## config.mk

```make
export PLATFORM = sky130hd
export DESIGN_NAME = spram_fifo_ctrl
export DESIGN_NICKNAME = d
export VERILOG_FILES = /design/src/rtl/spram_fifo_pkg.sv /design/src/rtl/spram_fifo_arb.sv /design/src/rtl/spram_fifo_ctrl.sv
export SDC_FILE = /design/constraint.sdc
export NUM_CORES = 1
export LEC_CHECK = 0
export CAP_MARGIN = 0
export CORE_MARGIN = 2
export CORE_UTILIZATION = 49
export CTS_CLUSTER_DIAMETER = 200
export DETAILED_ROUTE_END_ITERATION = 12
export GPL_TIMING_DRIVEN = 0
export PLACE_DENSITY = 0.82
export SLEW_MARGIN = 20
export SYNTH_ARGS = -nofsm -noshare
export SYNTH_HDL_FRONTEND = slang
export SYNTH_SLANG_ARGS = --single-unit
```

## constraint.sdc

```tcl
create_clock -name clk -period 2.95 [get_ports clk]
set_input_delay 0.7375 -clock clk [delete_from_list [all_inputs] [get_ports clk]]
set_output_delay 0.7375 -clock clk [all_outputs]
set_load 0.01 [all_outputs]
```

## src/rtl/spram_fifo_pkg.sv

```systemverilog
// Shared constants and types for the single-port-RAM byte FIFO controller.
package spram_fifo_pkg;

  localparam int unsigned DEPTH = 128;
  localparam int unsigned AW    = 7;
  localparam int unsigned DW    = 8;

  typedef enum logic [1:0] {StEmpty, StPend, StHold} out_state_e;

  typedef enum logic {GntWr, GntRd} grant_e;

endpackage

```

## src/rtl/spram_fifo_arb.sv

```systemverilog
// Two-request round-robin arbiter for the RAM access slot; a tie goes to the side
// that did not win last time.
module spram_fifo_arb
  import spram_fifo_pkg::*;
(
  input  logic   clk,
  input  logic   rst_n,
  input  logic   wr_req,
  input  logic   rd_req,
  output logic   gnt_wr,
  output logic   gnt_rd,
  output grant_e last_grant
);

  grant_e last_grant_d, last_grant_q;

  always_comb begin
    gnt_wr       = wr_req & (~rd_req | (last_grant_q == GntRd));
    gnt_rd       = rd_req & (~wr_req | (last_grant_q == GntWr));
    last_grant_d = last_grant_q;
    if (gnt_wr) begin
      last_grant_d = GntWr;
    end else if (gnt_rd) begin
      last_grant_d = GntRd;
    end
  end

  // Reset to read-last so the first tie favours the write side.
  always_ff @(posedge clk or negedge rst_n) begin
    if (!rst_n) begin
      last_grant_q <= GntRd;
    end else begin
      last_grant_q <= last_grant_d;
    end
  end

  assign last_grant = last_grant_q;

endmodule

```

## src/rtl/spram_fifo_ctrl.sv

```systemverilog
// 128-entry byte FIFO built on a 128 x 8 single-port RAM with valid/ready on both sides.
// Define SPRAM_FIFO_STATUS_EN to add the registered level and almost_full outputs.
module spram_fifo_ctrl
  import spram_fifo_pkg::*;
(
  input  logic          clk,
  input  logic          rst_n,
  input  logic [DW-1:0] in_data,
  input  logic          in_valid,
  output logic          in_ready,
  output logic [DW-1:0] out_data,
  output logic          out_valid,
  input  logic          out_ready,
  output logic [AW-1:0] ram_a,
  output logic [DW-1:0] ram_d,
  output logic          ram_we,
  input  logic [DW-1:0] ram_q
`ifdef SPRAM_FIFO_STATUS_EN
  ,
  output logic [AW:0]   level,
  output logic          almost_full
`endif
);

  localparam logic [AW:0]   CntFull       = (AW + 1)'(DEPTH);
  localparam logic [AW:0]   CntAlmostFull = (AW + 1)'(DEPTH - 4);
  localparam logic [AW:0]   CntOne        = (AW + 1)'(1);
  localparam logic [AW-1:0] PtrOne        = AW'(1);

  logic [AW-1:0] wr_ptr_d, wr_ptr_q;
  logic [AW-1:0] rd_ptr_d, rd_ptr_q;
  logic [AW:0]   count_d, count_q;
  out_state_e    state_d, state_q;
  logic [DW-1:0] out_data_d, out_data_q;
  logic          not_full, wr_req, rd_req, gnt_wr, gnt_rd;
  grant_e        last_grant;

  assign not_full = (count_q != CntFull);
  assign wr_req   = in_valid & not_full;
  assign rd_req   = (count_q != '0) & (state_q == StEmpty);
  // Derived without in_valid: a pending read that is owed the slot blocks the push.
  assign in_ready = not_full & ~(rd_req & (last_grant == GntWr));

  spram_fifo_arb u_arb (
    .clk        (clk),
    .rst_n      (rst_n),
    .wr_req     (wr_req),
    .rd_req     (rd_req),
    .gnt_wr     (gnt_wr),
    .gnt_rd     (gnt_rd),
    .last_grant (last_grant)
  );

  always_comb begin
    ram_a    = rd_ptr_q;
    ram_d    = '0;
    ram_we   = 1'b0;
    wr_ptr_d = wr_ptr_q;
    rd_ptr_d = rd_ptr_q;
    count_d  = count_q;
    if (gnt_wr) begin
      ram_a    = wr_ptr_q;
      ram_d    = in_data;
      ram_we   = 1'b1;
      wr_ptr_d = wr_ptr_q + PtrOne;
      count_d  = count_q + CntOne;
    end else if (gnt_rd) begin
      rd_ptr_d = rd_ptr_q + PtrOne;
      count_d  = count_q - CntOne;
    end
  end

  // RAM read data lands one cycle after the grant, i.e. while in StPend.
  always_comb begin
    state_d    = state_q;
    out_data_d = out_data_q;
    unique case (state_q)
      StEmpty: if (gnt_rd) state_d = StPend;
      StPend: begin
        state_d    = StHold;
        out_data_d = ram_q;
      end
      StHold:  if (out_ready) state_d = StEmpty;
      default: state_d = StEmpty;
    endcase
  end

  always_ff @(posedge clk or negedge rst_n) begin
    if (!rst_n) begin
      wr_ptr_q   <= '0;
      rd_ptr_q   <= '0;
      count_q    <= '0;
      state_q    <= StEmpty;
      out_data_q <= '0;
    end else begin
      wr_ptr_q   <= wr_ptr_d;
      rd_ptr_q   <= rd_ptr_d;
      count_q    <= count_d;
      state_q    <= state_d;
      out_data_q <= out_data_d;
    end
  end

  assign out_data  = out_data_q;
  assign out_valid = (state_q == StHold);

`ifdef SPRAM_FIFO_STATUS_EN
  logic [AW:0] level_q;
  logic        almost_full_q;

  always_ff @(posedge clk or negedge rst_n) begin
    if (!rst_n) begin
      level_q       <= '0;
      almost_full_q <= 1'b0;
    end else begin
      level_q       <= count_d;
      almost_full_q <= (count_d >= CntAlmostFull);
    end
  end

  assign level       = level_q;
  assign almost_full = almost_full_q;
`endif

endmodule

```

-- After elaboration in Yosys (flattened, before gate mapping)
Cells that the tools add are included.
- bits in registers: 33
- bits of input ports: 20
- $add $sub $neg: 4
- reduce and logical (&&, ||, !) cells: 5
- equality and inequality tests: 5
- mux-type cells: 10
- bitwise operators: 13
- operator list (kind ; count):
    8-bit two-way mux ; 3
    7-bit by 1-bit adder with 7-bit output (second input constant) ; 2
    8-bit by 1-bit adder with 8-bit output (second input constant) ; 1
    8-bit != test (second input constant) ; 1
    8-bit nonzero test ; 1
    8-bit by 1-bit subtractor with 8-bit output (second input constant) ; 1
    7-bit two-way mux ; 1
    1-bit bitwise AND ; 6
    2-bit one-hot mux with 3 select lines ; 1
    1-bit inverter ; 5
    2-bit two-way mux ; 2
    2-bit AND reduction ; 2
    1-bit two-way mux ; 3
    2-bit by 1-bit equality test with 1-bit output (second input constant) ; 1
    2-bit equality test (second input constant) ; 1
    2-bit zero test ; 1
    2-bit by 1-bit != test with 1-bit output (second input constant) ; 1
    2-bit != test (second input constant) ; 1
    1-bit bitwise OR ; 2
    2-bit nonzero test ; 1

-- Logic depth before layout (Yosys ltp)
- depth after elaboration: 7
- depth in mapped cells: 10
- gate-level depth less buffers: 10

-- Hierarchy
Synthesis repeated with hierarchy kept, for this count alone.
- cell total of the unflattened synthesis: 164
- area, all modules: 1851.8 µm²
- modules (own cells, without submodules) (module ; sequential area each (µm²) ; area an instance (µm²) ; cells each ; times used):
    spram_fifo_ctrl ; 800.8 ; 1798.0 ; 158 ; 1
    spram_fifo_arb ; 26.3 ; 53.8 ; 6 ; 1

-- Worst setup path before layout
OpenSTA, ideal clock, no wires.
- path type: register to register
- start point: register count_q[0]
- end point: register count_q[7]
- arrival: 2.606 ns
- buffers on the path: 0
- path slack: 0.264 ns
- data required time: 2.870 ns
- stages on the path, launching flop included: 11
- period minus slack after synthesis: 2.686 ns
- path through: dfrtp_1 > nor4_4 > a21oi_2 > a21oi_4 > nand2_4 > ha_1 > a211oi_1 > o21ai_0 > a31oi_1 > mux2i_4 > xnor2_1
- cells in the longest elaborated chain, start to end: 6
- RTL lines (element ; RTL line ; RTL):
    from (decl) ; spram_fifo_ctrl.sv:32 ; logic [AW:0] count_d, count_q;
    from (signal assigned) ; spram_fifo_ctrl.sv:98 ; count_q <= count_d;
    branches (longest 6 deep; another with 8-bit by 1-bit subtractor with 8-bit output) ; - ;
Parallel ways; which one is timed is not known. The select of a mux whose other input is x is not followed.
A chain may end at the register's enable or synchronous reset.

-- Worst setup path after layout
- start point: register count_q[3]
- end point: output ram_a[0]
- cells in the longest elaborated chain, start to end: 6
- RTL lines (element ; RTL line ; RTL):
    8-bit nonzero test ; spram_fifo_ctrl.sv:40 ; assign rd_req = (count_q != '0) & (state_q == StEmpty);
    1-bit bitwise AND ; spram_fifo_ctrl.sv:40 ;
    1-bit inverter ; spram_fifo_arb.sv:18 ; gnt_wr = wr_req & (~rd_req | (last_grant_q == GntRd));
    1-bit bitwise OR ; spram_fifo_arb.sv:18 ;
    1-bit bitwise AND (*) ; spram_fifo_arb.sv:18 ;
    7-bit two-way mux (*) ; spram_fifo_ctrl.sv:61 ; if (gnt_wr) begin
    to (decl) ; spram_fifo_ctrl.sv:14 ; output logic [AW-1:0] ram_a,
Every way passes the cells marked *; elsewhere a longest branch is shown, timed or not.

==> results.txt <==
- The number of antenna diodes in the final layout is 0.
- The share of total power dissipated in combinational logic is 0.553.
* Detail-routed via count per cell: about 5.2
* Clock tree from TritonCTS: done
* F_max: ~0.35 GHz
* GPL Wtd Cong: 0.730
* Maximum fanout encountered on the critical timing path: 6
* Detailed Route WL: around 3700 µm
- Library cell occupying the most area in the post-synthesis netlist: dfrtp_1
- Of the total power, the clock network draws 0.143.
- FF+latch count, synth: 33
- Final cycle utilization of the critical path: 0.976
* Worst Setup End Kind: output pin
- CTS H-Tree Depth: 2
* Total internal power: 1.90 mW
- Of the synthesized area, sequential elements account for 0.445.
* Full die area: roughly 4300 µm²
- In the layout the commonest cells are dfrtp_1 (31), clkdlybuf4s50_1 (28), mux2_2 (15).
* Synthesized cell area: about 1900 µm²
* Area contributors post-synth: dfrtp_1 (43%), mux2_2 (9.1%), xnor2_1 (6.6%)
- The slowest stage of the critical path belongs to the cell dfrtp_1.
* Fraction of final layout cells sized beyond drive strength 1: 0.261
* Number of routed nets with antenna violations: 0
* Number of fill cells in the layout: around 290
* Buffering stage count on the worst path with inverters included: 2
- Buffers added on ports: 45
* Antenna violations before repair: 0
* Total design power: about 3.0 mW
- In this run, post-CTS hold repair placed 0 buffers.
- Clock skew after layout: about 0.0026 ns
- The worst hold path begins at rd_ptr_q[6].
- Vertical extent of the die: between 60 and 70 µm
- Broken down by cell family, the worst path's largest delay share belongs to simple AND/OR/NAND/NOR gates.
- Shortest period the worst path allows: 2.88 ns
- From left edge to right edge, the die measures between 60 and 70 µm.
- Part of the total power dissipated in sequential elements: 0.304
- Counting cells, the worst reg-to-reg path comes to 11.
- The path class of the tightest hold or removal check is reg -> reg.
* Min-Delay Endpoint: rd_ptr_q[6]
* DRC viols: 0
* Count of endpoints failing setup in the final report: 0
- Area added between synthesis and finish: 36.6%
- The number of global-route vias before repair came to 1442.
- The final max-slew violation count came to 0.
* Routed wire length per instance: between 10 and 15 µm
* Switching share of power: 0.372
* CP required: 2.21 ns
* Final net count: 247
- Critical R2R Capture: count_q[7]
- Root buffer cell: clkbuf_8
- In this run the power spent charging and discharging nets is about 1.1 mW.
- For this design, the sink count on the clock tree is 33.
- Cell chain of the critical path: nor4_4, a21oi_2, a21oi_4, nand2_4, inv_6, mux2_2, clkdlybuf4s15_1
- Clock-pin slew was measured on the worst setup and hold paths at about 0.07 ns.
* Type of the setup path with the least slack: reg -> out
- Number of unique standard cell types used by synthesis: 42
- Reg-to-reg setup timing slack: 0.15 ns
* Final Hold Vio Count: 0
* Number of buffers on the longest clock path: 2
- Half-perimeter wire length after placement: approximately 2700 µm
- Counting instances, the worst hold path has a depth of 1.
* Yosys top cell area share: 0.431
* DR pass1 iterations: 4
- Data on the critical path arrives at its endpoint at 2.14 ns.
- Headroom to the max-slew limit came out at 0.516.
* I/O pin count: 46
- Pin count of the biggest net entering global routing: 34
- Dividing total power by cell area gives a power density of 1190 nW/µm².
- Overall global routing resource usage: 0.198
- The number of clock buffers added by TritonCTS is 5.
- For this run, the number of Yosys warnings is 0.
* Vias post-DR: 1394
- Across the VDD grid, the largest voltage drop is around 510 µV.
* Skew-Pair Late Insertion Delay: between 0.2 and 0.3 ns
* Worst r2r src: count_q[3]
- Aggregate negative setup slack: 0 ns
- Std-Cell Rows: 22
- Final hold analysis gives a worst-case slack of 0.487 ns.
- Placeable core region: 3660 µm²
* Total nets after synthesis: 186
- Transition time at the pin with the least slew margin: around 0.73 ns
- Setup crit start kind: flop
- Outcome: finished, final reports clean
* Overflow after GRT: 0
- Leakage dissipation: around 1.1 nW
* Wire length of the first global-routing pass: 6490 µm
- The detailed router finished its first iteration with 66 violations.
- Synthesized netlist cell count: around 160
- Max-cap viol count: 0
* Synthesized area per cell: roughly 12 µm²
* Most common library cell in the layout ignoring fill and taps: dfrtp_1
* Max stage delay on crit path: roughly 0.41 ns
* Starting utilization of the core area: 0.508
## through the flow
step / worst slack [ns] / util / cell area (µm²) / instances
after detailed placement: -0.328 / 0.646 / 2360 / 249
final: 0.0713 / 0.694 / 2540 / 266
after global placement: -0.311 / 0.647 / 2370 / 249
after floorplan: 0.264 / - / 1860 / 156
after CTS: 0.00568 / 0.685 / 2510 / 263
after global routing: -0.0143 / 0.694 / 2540 / 266
## repair_timing
item	4_1_cts	5_1_grt
resized for setup	32	8
endpoints found under the setup margin	17	17
setup buffers	6	3
pin swaps	3	4
## how the worst max path moves through the flow
stage / from / endpoint / slack, ns / cells past startpoint
after floorplan: count_q[0] / count_q[7] / 0.26 / 10
after global placement: in_valid / ram_a[4] / -0.31 / 6
after detailed placement: in_valid / ram_a[4] / -0.33 / 6
after CTS: count_q[1] / count_q[7] / 0.006 / 11
after global routing: count_q[3] / ram_a[0] / -0.01 / 7
final: count_q[3] / ram_a[0] / 0.07 / 7
## cell type report
| type | count | area, µm² | share of cell area |
|---|---|---|---|
| clock buffer | 7 | 86.3 | 0.0340 |
| clock inverter | 1 | 30.0 | 0.0118 |
| timing repair buffer | 54 | 483 | 0.190 |
| sequential | 33 | 828 | 0.326 |
| tap | 48 | 60.1 | 0.0236 |
| multi-input combinational | 114 | 990 | 0.390 |
| buffer | 4 | 38.8 | 0.0153 |
| inverter | 5 | 23.8 | 0.00936 |
## cells by family (layout without fill, tap and decap cells)
group | Yosys count | in the layout | share of synthesized area
AO/OA/AOI/OAI | 26 | 26 | 0.0996
XOR/XNOR | 19 | 19 | 0.0895
adder cells (fa/ha/maj) | 10 | 10 | 0.0713
buffers and inverters | 9 | 71 | 0.0323
flip-flops | 33 | 33 | 0.445
multiplexers | 20 | 20 | 0.135
AND/OR/NAND/NOR | 39 | 39 | 0.127
## power by group through the flow
stage	clock network [mW]	logic [mW]	registers [mW]
floorplan	0	1.09	0.904
global placement	0	1.55	0.913
detailed placement	0	1.61	0.929
CTS	0.443	1.63	0.924
global route	0.459	1.86	0.956
finish	0.433	1.67	0.921
## layer usage
| metal | up-vias | GRT usage | part of all wire |
|---|---|---|---|
| met5 | - | 0 | 0 |
| met4 | 0 | 0.0703 | 0.011 |
| met3 | 5 | 0.0411 | 0.055 |
| met2 | 47 | 0.348 | 0.53 |
| met1 | 671 | 0.239 | 0.41 |
| li1 | 671 | - | - |
## cell usage after synthesis (all sizes together)
master	n
a21boi	1
a31oi	2
nor2	1
or3	1
mux2	19
o211ai	1
nor2b	1
o21ai	10
and2	9
buf	3
a21o	1
a311o	1
clkbuf	1
o2bb2ai	1
o21bai	1
nand2	11
dfstp	1
nand4	6
dfrtp	32
xnor2	14
ha	9
nor4	1
mux2i	1
xor2	5
a21oi	7
and3	2
inv	5
nand2b	3
fa	1
and4	1
a211oi	1
nand3	1
nor3	2
## flip-flops by register name (all words and copies together) (netlist names)
name	count
count_q	8
out_data	8
rd_ptr_q	7
state_q	2
u_arb.last_grant	1
wr_ptr_q	7
Power figures use the tool's default switching activity.
